File: config.mk
export PLATFORM = sky130hd
export DESIGN_NAME = uart_rx_ctrl_flat
export DESIGN_NICKNAME = d
export VERILOG_FILES = /design/src/rtl/uart_rx_ctrl_if.sv /design/src/rtl/uart_rx_ctrl.sv /design/src/flat_wrapper.sv
export SDC_FILE = /design/constraint.sdc
export NUM_CORES = 1
export LEC_CHECK = 0
export BUFFER_PORTS_ARGS = -buffer_cell sky130_fd_sc_hd__buf_2
export CAP_MARGIN = 10
export CORE_MARGIN = 3
export CORE_UTILIZATION = 60
export CTS_CLUSTER_SIZE = 12
export DETAILED_ROUTE_END_ITERATION = 10
export GPL_ROUTABILITY_DRIVEN = 1
export MAX_ROUTING_LAYER = met4
export PLACE_DENSITY = 0.87
export SLEW_MARGIN = 40
export SYNTH_ARGS = -nofsm -noshare
export SYNTH_HDL_FRONTEND = slang
export SYNTH_SLANG_ARGS = --single-unit
File: constraint.sdc
create_clock -name CLK -period 5.4 [get_ports CLK]
set_input_delay 0.27 -clock CLK [delete_from_list [all_inputs] [get_ports CLK]]
set_output_delay 0.27 -clock CLK [all_outputs]
set_load 0.005 [all_outputs]
File: src/rtl/uart_rx_ctrl_if.sv
// Bundle between the serial synchronizer / config source and the UART receive controller.
// The slave modport is the receiver's view; master is the driving side.
interface uart_rx_ctrl_if #(
   parameter int unsigned DATA_WIDTH = 8,
   parameter int unsigned PRESCALE_W = 6
);
   logic                  S_DATA;
   logic [PRESCALE_W-1:0] prescale;
   logic                  parity_enable;
   logic                  parity_type;
   logic                  two_stop;
   logic [DATA_WIDTH-1:0] P_DATA;
   logic                  data_valid;
   logic                  par_err;
   logic                  stp_err;
   logic                  busy;
   logic                  break_det;

   modport slave (
      input  S_DATA, prescale, parity_enable, parity_type, two_stop,
      output P_DATA, data_valid, par_err, stp_err, busy, break_det
   );

   modport master (
      output S_DATA, prescale, parity_enable, parity_type, two_stop,
      input  P_DATA, data_valid, par_err, stp_err, busy, break_det
   );
endinterface

File: src/rtl/uart_rx_ctrl.sv
// Oversampling UART receiver: 3-sample majority vote, LSB-first deserializer, parity/stop checks.
// Line-break detection is built only when UART_RX_BREAK_DET_EN is defined.
module uart_rx_ctrl #(
   parameter int unsigned DATA_WIDTH = 8,
   parameter int unsigned PRESCALE_W = 6
) (
   input logic           CLK,
   input logic           RST,
   uart_rx_ctrl_if.slave bus
);

`ifdef UART_RX_BREAK_DET_EN
   localparam bit BreakEn = 1'b1;
`else
   localparam bit BreakEn = 1'b0;
`endif

   localparam logic [3:0] LastBit = 4'(DATA_WIDTH - 1);

   typedef enum logic [2:0] {StIdle, StStart, StData, StParity, StStop, StDone} state_e;

   function automatic logic maj3(input logic [2:0] s);
      return (s[0] & s[1]) | (s[0] & s[2]) | (s[1] & s[2]);
   endfunction

   state_e                state_q, state_d;
   logic [PRESCALE_W-1:0] edge_q, edge_d;
   logic [PRESCALE_W-1:0] prescale_q, prescale_d;
   logic [3:0]            bit_q, bit_d;
   logic [2:0]            samp_q, samp_d;
   logic [DATA_WIDTH-1:0] shreg_q, shreg_d;
   logic [DATA_WIDTH-1:0] p_data_q, p_data_d;
   logic                  par_en_q, par_en_d, par_type_q, par_type_d, two_q, two_d;
   logic                  par_bad_q, par_bad_d, stp_bad_q, stp_bad_d, zero_q, zero_d;
   logic                  dv_q, dv_d, pe_q, pe_d, se_q, se_d, brk_q, brk_d, busy_q, busy_d;

   logic [PRESCALE_W-1:0] half, half_m1, half_p1, half_p2;
   logic                  last_edge, samp_edge, maj_q, maj_now, stp_fail, zero_fin;

   assign half      = prescale_q >> 1;
   assign half_m1   = half - PRESCALE_W'(1);
   assign half_p1   = half + PRESCALE_W'(1);
   assign half_p2   = half + PRESCALE_W'(2);
   assign last_edge = (edge_q == prescale_q - PRESCALE_W'(1));
   assign samp_edge = (edge_q == half_m1) || (edge_q == half) || (edge_q == half_p1);
   assign maj_q     = maj3(samp_q);
   // Stop decisions happen on the third sample's own cycle, so fold in the live line value.
   assign maj_now   = maj3({samp_q[1:0], bus.S_DATA});
   assign stp_fail  = stp_bad_q | ~maj_now;
   assign zero_fin  = zero_q & ~maj_now;

   always_comb begin
      state_d    = state_q;
      edge_d     = edge_q + PRESCALE_W'(1);
      bit_d      = bit_q;
      samp_d     = samp_edge ? {samp_q[1:0], bus.S_DATA} : samp_q;
      shreg_d    = shreg_q;
      prescale_d = prescale_q;
      par_en_d   = par_en_q;
      par_type_d = par_type_q;
      two_d      = two_q;
      par_bad_d  = par_bad_q;
      stp_bad_d  = stp_bad_q;
      zero_d     = zero_q;
      p_data_d   = p_data_q;
      dv_d       = 1'b0;
      pe_d       = 1'b0;
      se_d       = 1'b0;
      brk_d      = 1'b0;

      unique case (state_q)
         StIdle: begin
            edge_d = '0;
            if (!bus.S_DATA) begin
               prescale_d = bus.prescale;
               par_en_d   = bus.parity_enable;
               par_type_d = bus.parity_type;
               two_d      = bus.two_stop;
               edge_d     = PRESCALE_W'(1);
               bit_d      = '0;
               par_bad_d  = 1'b0;
               stp_bad_d  = 1'b0;
               zero_d     = 1'b1;
               state_d    = StStart;
            end
         end
         StStart: begin
            if (edge_q == half_p2 && maj_q) begin
               state_d = StIdle;
            end else if (last_edge) begin
               edge_d  = '0;
               bit_d   = '0;
               state_d = StData;
            end
         end
         StData: begin
            if (last_edge) begin
               edge_d  = '0;
               shreg_d = {maj_q, shreg_q[DATA_WIDTH-1:1]};
               if (maj_q) zero_d = 1'b0;
               if (bit_q == LastBit) begin
                  bit_d   = '0;
                  state_d = par_en_q ? StParity : StStop;
               end else begin
                  bit_d = bit_q + 4'd1;
               end
            end
         end
         StParity: begin
            if (last_edge) begin
               edge_d    = '0;
               par_bad_d = maj_q != (^shreg_q ^ par_type_q);
               if (maj_q) zero_d = 1'b0;
               state_d   = StStop;
            end
         end
         StStop: begin
            if (edge_q == half_p1) begin
               stp_bad_d = stp_fail;
               zero_d    = zero_fin;
               if (!two_q || bit_q == 4'd1) begin
                  edge_d  = '0;
                  state_d = StDone;
                  if (BreakEn && zero_fin) begin
                     brk_d = 1'b1;
                  end else begin
                     pe_d = par_bad_q;
                     se_d = stp_fail;
                     if (!par_bad_q && !stp_fail) begin
                        dv_d     = 1'b1;
                        p_data_d = shreg_q;
                     end
                  end
               end
            end else if (last_edge) begin
               edge_d = '0;
               bit_d  = 4'd1;
            end
         end
         StDone: begin
            state_d = StIdle;
            // After a break, hold off until the line has idled high for a full bit time.
            if (BreakEn && zero_q) begin
               edge_d = bus.S_DATA ? edge_q + PRESCALE_W'(1) : '0;
               if (!(bus.S_DATA && last_edge)) state_d = StDone;
            end
         end
         default: state_d = StIdle;
      endcase

      busy_d = (state_d != StIdle);
   end

   always_ff @(posedge CLK or negedge RST) begin
      if (!RST) begin
         state_q    <= StIdle;
         edge_q     <= '0;
         prescale_q <= '0;
         bit_q      <= '0;
         samp_q     <= '0;
         shreg_q    <= '0;
         p_data_q   <= '0;
         par_en_q   <= 1'b0;
         par_type_q <= 1'b0;
         two_q      <= 1'b0;
         par_bad_q  <= 1'b0;
         stp_bad_q  <= 1'b0;
         zero_q     <= 1'b0;
         dv_q       <= 1'b0;
         pe_q       <= 1'b0;
         se_q       <= 1'b0;
         brk_q      <= 1'b0;
         busy_q     <= 1'b0;
      end else begin
         state_q    <= state_d;
         edge_q     <= edge_d;
         prescale_q <= prescale_d;
         bit_q      <= bit_d;
         samp_q     <= samp_d;
         shreg_q    <= shreg_d;
         p_data_q   <= p_data_d;
         par_en_q   <= par_en_d;
         par_type_q <= par_type_d;
         two_q      <= two_d;
         par_bad_q  <= par_bad_d;
         stp_bad_q  <= stp_bad_d;
         zero_q     <= zero_d;
         dv_q       <= dv_d;
         pe_q       <= pe_d;
         se_q       <= se_d;
         brk_q      <= brk_d;
         busy_q     <= busy_d;
      end
   end

   assign bus.P_DATA     = p_data_q;
   assign bus.data_valid = dv_q;
   assign bus.par_err    = pe_q;
   assign bus.stp_err    = se_q;
   assign bus.busy       = busy_q;
   assign bus.break_det  = brk_q;

endmodule

File: src/flat_wrapper.sv
// flat-port wrapper written by rule: the top's interface ports become plain ports
module uart_rx_ctrl_flat 
#(
   parameter int unsigned DATA_WIDTH = 8,
   parameter int unsigned PRESCALE_W = 6
)
  (CLK, RST, bus_S_DATA, bus_prescale, bus_parity_enable, bus_parity_type, bus_two_stop, bus_P_DATA, bus_data_valid, bus_par_err, bus_stp_err, bus_busy, bus_break_det);
  uart_rx_ctrl_if #(.DATA_WIDTH(DATA_WIDTH), .PRESCALE_W(PRESCALE_W)) bus_i ();
  input logic CLK;
  input logic RST;
  input wire logic [$bits(bus_i.S_DATA)-1:0] bus_S_DATA;
  input wire logic [$bits(bus_i.prescale)-1:0] bus_prescale;
  input wire logic [$bits(bus_i.parity_enable)-1:0] bus_parity_enable;
  input wire logic [$bits(bus_i.parity_type)-1:0] bus_parity_type;
  input wire logic [$bits(bus_i.two_stop)-1:0] bus_two_stop;
  output wire logic [$bits(bus_i.P_DATA)-1:0] bus_P_DATA;
  output wire logic [$bits(bus_i.data_valid)-1:0] bus_data_valid;
  output wire logic [$bits(bus_i.par_err)-1:0] bus_par_err;
  output wire logic [$bits(bus_i.stp_err)-1:0] bus_stp_err;
  output wire logic [$bits(bus_i.busy)-1:0] bus_busy;
  output wire logic [$bits(bus_i.break_det)-1:0] bus_break_det;
  assign bus_i.S_DATA = bus_S_DATA;
  assign bus_i.prescale = bus_prescale;
  assign bus_i.parity_enable = bus_parity_enable;
  assign bus_i.parity_type = bus_parity_type;
  assign bus_i.two_stop = bus_two_stop;
  assign bus_P_DATA = bus_i.P_DATA;
  assign bus_data_valid = bus_i.data_valid;
  assign bus_par_err = bus_i.par_err;
  assign bus_stp_err = bus_i.stp_err;
  assign bus_busy = bus_i.busy;
  assign bus_break_det = bus_i.break_det;
  uart_rx_ctrl #(.DATA_WIDTH(DATA_WIDTH), .PRESCALE_W(PRESCALE_W)) u_core (.CLK(CLK), .RST(RST), .bus(bus_i));
endmodule
---- Yosys cells after proc, flatten, opt, wreduce, memory -nomap -nowiden ----
Cells that the tools add are included.
W data, S select, Z words.
storage, ports and cells
  logic and storage cells ................. 115
  output and inout bits ................... 13
  bits of input ports ..................... 12
  register bits ........................... 47
cells by class
  bitwise logic cells ..................... 13
  mux-type cells .......................... 39
  eq/ne operators ......................... 20
  reduce and logical (&&, ||, !) cells .... 21
  $add $sub $neg .......................... 6
operator list
  operator               count
  $mux W4                7
  $mux W3                9
  $eq A6 B6 Y1           4
  $mux W6                4
  $pmux W6 S4            1
  $pmux W4 S4            1
  $pmux W3 S5            1
  $mux W1                14
  $ne A2 B1 Y1 const B   5
  $reduce_xor A8 Y1      1
  $reduce_and A7 Y1      1
  $add A5 B1 Y6 const B  1
  $add A5 B2 Y6 const B  1
  $add A6 B1 Y6 const B  1
  $eq A3 B2 Y1 const B   2
  $eq A6 B5 Y1           1
  $ne A2 B2 Y1 const B   3
  $reduce_and A3 Y1      2
  $sub A5 B1 Y6 const B  1
  $sub A6 B1 Y6 const B  1
  $and A1 B1 Y1          5
  $or A1 B1 Y1           5
  $add A4 B1 Y4 const B  1
  $eq A4 B1 Y1 const B   1
  other kinds (17)       26

---- Logic depth before layout (Yosys ltp) ----
  word-level depth ........................ 11
  depth in mapped cells ................... 10

---- Worst setup path before layout ----
No wires, ideal clock.
  path kind ............................... reg2reg
  start ................................... register u_core.prescale_q[1]
  end ..................................... register u_core.p_data_q[0] (netlist: u_core.bus.P_DATA[0])
  setup slack ............................. 2.888 ns
  required time ........................... 5.275 ns
  period minus slack after synthesis ...... 2.512 ns
  arrival time ............................ 2.388 ns
  cell stages (with the launch flop) ...... 9
  setup time .............................. 0.125 ns
  buffers on the path ..................... 0
  path through ............................ dfrtp_1 -> ha_1 -> o21ba_2 -> a221o_2 -> a211oi_2 -> and2_1 -> nand3_4 -> nor2_8 -> mux2_2
between the ends
  word-level cells in the longest chain between the ends .. 3
RTL lines
  item                                line                 RTL
  from (decl)                         uart_rx_ctrl.sv:28   logic [PRESCALE_W-1:0] prescale_q, prescale_d;
  from (signal assigned)              uart_rx_ctrl.sv:177  prescale_q <= prescale_d;
  $add A5 B1 Y6                       uart_rx_ctrl.sv:42   assign half_p1 = half + PRESCALE_W'(1);
  $eq A6 B6 Y1                        uart_rx_ctrl.sv:118  if (edge_q == half_p1) begin
  $reduce_and A4 Y1 (no source line)  n/a
  to (signal assigned)                uart_rx_ctrl.sv:181  p_data_q <= p_data_d;
  to (decl)                           uart_rx_ctrl.sv:32   logic [DATA_WIDTH-1:0] p_data_q, p_data_d;
Every way passes these cells.
A chain may end at the register's enable or synchronous reset.

---- Final worst setup path ----
  start ................................... register u_core.prescale_q[3]
  end ..................................... register u_core.samp_q[2]
between the ends
  word-level cells in the longest chain between the ends .. 4
  elaborated cells on any way between the ends .. 7
  classes of those cells .................. add/sub: 2; eq/ne: 3; reduce/logical: 2
RTL lines
  item                    line                 RTL
  $sub A5 B1 Y6           uart_rx_ctrl.sv:41   assign half_m1 = half - PRESCALE_W'(1);
  $eq A6 B6 Y1            uart_rx_ctrl.sv:45   assign samp_edge = (edge_q == half_m1) || (edge_q == half) || (edge_q == half_p1);
  $logic_or A1 B1 Y1      uart_rx_ctrl.sv:45
  $logic_or A1 B1 Y1 (*)  uart_rx_ctrl.sv:45
  to (signal assigned)    uart_rx_ctrl.sv:179  samp_q <= samp_d;
  to (decl)               uart_rx_ctrl.sv:30   logic [2:0] samp_q, samp_d;
Mark *: on every way between the ends. The rest lies on a longest branch, timed or not.

==> results.toml <==
[power]
power.net_switching_mw = 0.6802
power_frac_comb_pct = 49.3
power.leakage_nw = 1.395
power.total_mw = 1.558
ir_worst_vdd_uv = 288.5
pwr-share-clk_pct = 14.7
seqPwrFrac_pct = 36.0
p_int_mw = 0.8777
cellPowerDensity_nw_per_um2 = 503.3
switching_share_pct = 43.66

[logic_synthesis]
avgSynthCellArea_um2 = 10.28
synth_top_area_share_pct = 41.32
ys_seq_area_share_pct = 41.32
synth_edf_count = 0
synth_area_leader_cell = "dfrtp_1"
syn_inst = 277
synth_seq_cells = 47
syn_area_um2 = 2846
synth_fp_nets = 299
synthFlopType = "dfrtp_1"
ys_types = 62
synth.area.top_cells = "dfrtp_1 41%, mux2_2 7.9%, xnor2_1 6.5%"
yosysWarnings = 0
synth-async-reset-ratio_pct = 100.0

[critical_path]
crit_type = "reg -> reg"
r2r_start = "u_core.prescale_q[3]"
required_ps = 5590
end_kind = "flip-flop"
worstSetupStartpointType = "flip-flop"
arrival_ps = 3230
ff2ff_path_depth = 9
cp_max_fo = 12
crit-reg2reg-capture = "u_core.samp_q[2]"
reg2reg_slack_ps = 2360

[clocking]
htreeDepth = 2
clkSinkCount = 47
clk_latency_ps = 310
clk_pin_slew_ps = 100
numCtsBuffers = 5
cts_root_buf = "clkbuf_8"
tritoncts = "yes"
clk_path_buf_depth = 2

[detailed_routing]
drt-total-wl_um = 5665
drtPass1Iterations = 4
drtAntennaViolNets = 0
avgRoutedWirePerCell_um = 16.14
vias = 2087
viasPerCell = 5.946
drc = 0
drtIter0Drc = 131

[sta]
maxSlewHeadroom_pct = 55.54
hold_viol = 0
setup_tns_ps = 0
setup_viol = 0
fin_skew_ps = 12.74
worst_slack_ps = 2363
grt_setup_unrepaired = "no"
period_minus_slack_ps = 3037
worst_pin_slew_ps = 656.5
fmax_mhz = 329.2
maxSlewViolCount = 0
min_period_over_period_pct = 56.25

[cells_and_area]
nets = 320
multi_input_area_um2 = 1587
final_util_pct = 69.18
antennaDiodeCount = 0
drive_gt1_share_pct = 23.75
fill_cells = 323
register_area_um2 = 1176
area_delta_synth_final_pct = 8.747
layout.cells.non_filler = 351

[worst_hold_path]
hold_start = "bus_two_stop"
hold_depth = 3
holdPathEnd = "u_core.two_q"
hold_path_class = "in -> reg"

[global_routing]
grt_usage_pct = 22.67
grt_start_max_net_pins = 48
gr-total-overflow = 0
grt_antenna_before_repair = 0
grt_pass1_vias = 2054
grt_pass1_wl_um = 9632

[placed_design]
numPortBuffers = 23
dp_slack_ps = 2419
place_inst = 342
gp_congestion = 0.9057
hpwl_um = 4037

[die]
die_area_um2 = 5606
ios = 25
die_h_um = 74.88
row_count = 24
initial_utilization_pct = 63.62
die_w_um = 74.88
core_area_um2 = 4474

[outcome]
status = "completed"

[flow_run]
maxCapViolCount = 0
[worst max path at each step]
stage                                 endpoint  slack, ps                  from  cells after the start
after floorplan           u_core.bus.P_DATA[0]       2890  u_core.prescale_q[1]                      8
after global placement        u_core.samp_q[2]       2480  u_core.prescale_q[3]                      9
after detailed placement      u_core.samp_q[2]       2420  u_core.prescale_q[3]                      9
after CTS                     u_core.samp_q[2]       2380  u_core.prescale_q[3]                      9
after global routing          u_core.samp_q[2]       2180  u_core.prescale_q[3]                      9
final                         u_core.samp_q[2]       2360  u_core.prescale_q[3]                      9
[cell usage in the layout, fill, tap and decap left out, types with 4 or more instances in the layout]
cell type / synthesis / final
xnor2_1: 21 / 21
nand2_1: 29 / 29
inv_1: 9 / 9
nor2b_1: 5 / 5
nand3b_1: 5 / 5
xor2_1: 12 / 12
nand2b_1: 4 / 4
mux2_2: 20 / 20
ha_1: 10 / 10
clkbuf_8: 0 / 6
buf_2: 3 / 22
o21ai_0: 12 / 12
a21oi_1: 5 / 5
and2_1: 4 / 4
dfrtp_1: 47 / 47
nor2_1: 15 / 15
nand3_1: 13 / 13
[registers in the layout (all words and copies together), names as in the netlist]
signal / cells
u_core.shreg_q: 8
u_core.par_bad_q: 1
u_core.bus.P_DATA: 8
u_core.bus.busy: 1
u_core.stp_bad_q: 1
u_core.samp_q: 3
u_core.prescale_q: 6
u_core.bit_q: 4
u_core.state_q: 3
u_core.bus.stp_err: 1
u_core.par_type_q: 1
u_core.bus.data_valid: 1
u_core.bus.par_err: 1
u_core.par_en_q: 1
u_core.edge_q: 6
u_core.two_q: 1
[worst max-delay path, cell delays in order (launching register included)]
cell and delay, ps:
dfrtp_1 610, inv_1 180, ha_1 230, a21boi_0 440
nand2_1 100, mux2_2 280, a211oi_1 300, o2111ai_1 180
o311ai_1 210, mux2_2 410
[power by group through the flow]
stage	logic, mW	registers [mW]	clock network (mW)
6_report	0.769	0.560	0.229
5_1_grt	0.854	0.578	0.246
4_1_cts	0.753	0.558	0.233
3_5_place_dp	0.745	0.564	0
3_3_place_gp	0.716	0.561	0
2_1_floorplan	0.663	0.492	0
[layout make-up]
| class | count | area share [%] |
|---|---|---|
| sequential | 47 | 38.00 |
| clock inverter | 2 | 0.5255 |
| tap | 52 | 2.102 |
| clock buffer | 6 | 2.668 |
| multi-input combinational | 210 | 51.25 |
| timing repair buffer | 25 | 4.365 |
| inverter | 9 | 1.091 |
[layer usage]
metal / wire [um] / GRT usage, % / vias up
met1: 2601 / 30.80 / 999
li1: - / - / 1017
met2: 2740 / 33.95 / 60
met5: 0 / - / -
met3: 233 / 3.738 / 11
met4: 89 / 8.696 / 0
[metrics by stage]
| stage | area (um^2) | hold WS, ps |
|---|---|---|
| 2_1_floorplan | 2846 | -25.59 |
| 3_3_place_gp | 2975 | 462.5 |
| 3_5_place_dp | 2978 | 312.2 |
| 4_1_cts | 3087 | 149.4 |
| 5_1_grt | 3095 | 162.4 |
| 6_report | 3095 | 147.7 |
[cells in the mapped netlist (3+ instances only)]
library cell / instances
nand2b_1: 4
clkbuf_1: 3
nand4_1: 3
dfrtp_1: 47
nor2_1: 15
xnor2_1: 21
o21ai_0: 12
inv_1: 9
xor2_1: 12
nor2b_1: 5
and2_1: 4
nand3b_1: 5
ha_1: 10
o31ai_1: 3
nand2_1: 29
buf_2: 3
mux2_2: 20
a21oi_1: 5
buf_4: 3
nand3_1: 13
[cell families after synthesis]
| kind of cell | synth area share (%) |
|---|---|
| xor gates and xnor gates | 10.73 |
| adders and majority gates | 5.099 |
| DFF | 41.32 |
| muxes | 8.791 |
| other | 0.1317 |
| and+or+nand+nor | 19.16 |
| buffers and inverters | 3.472 |
| AOI/OAI and AO/OA | 11.30 |
[what timing repair did]
action / CTS / global route
gates resized for setup: 0 / 0
hold buffers: 1 / 0
setup buffers: 0 / 0
hold endpoints to repair: 47 / 0
Power figures use the tool's default switching activity.
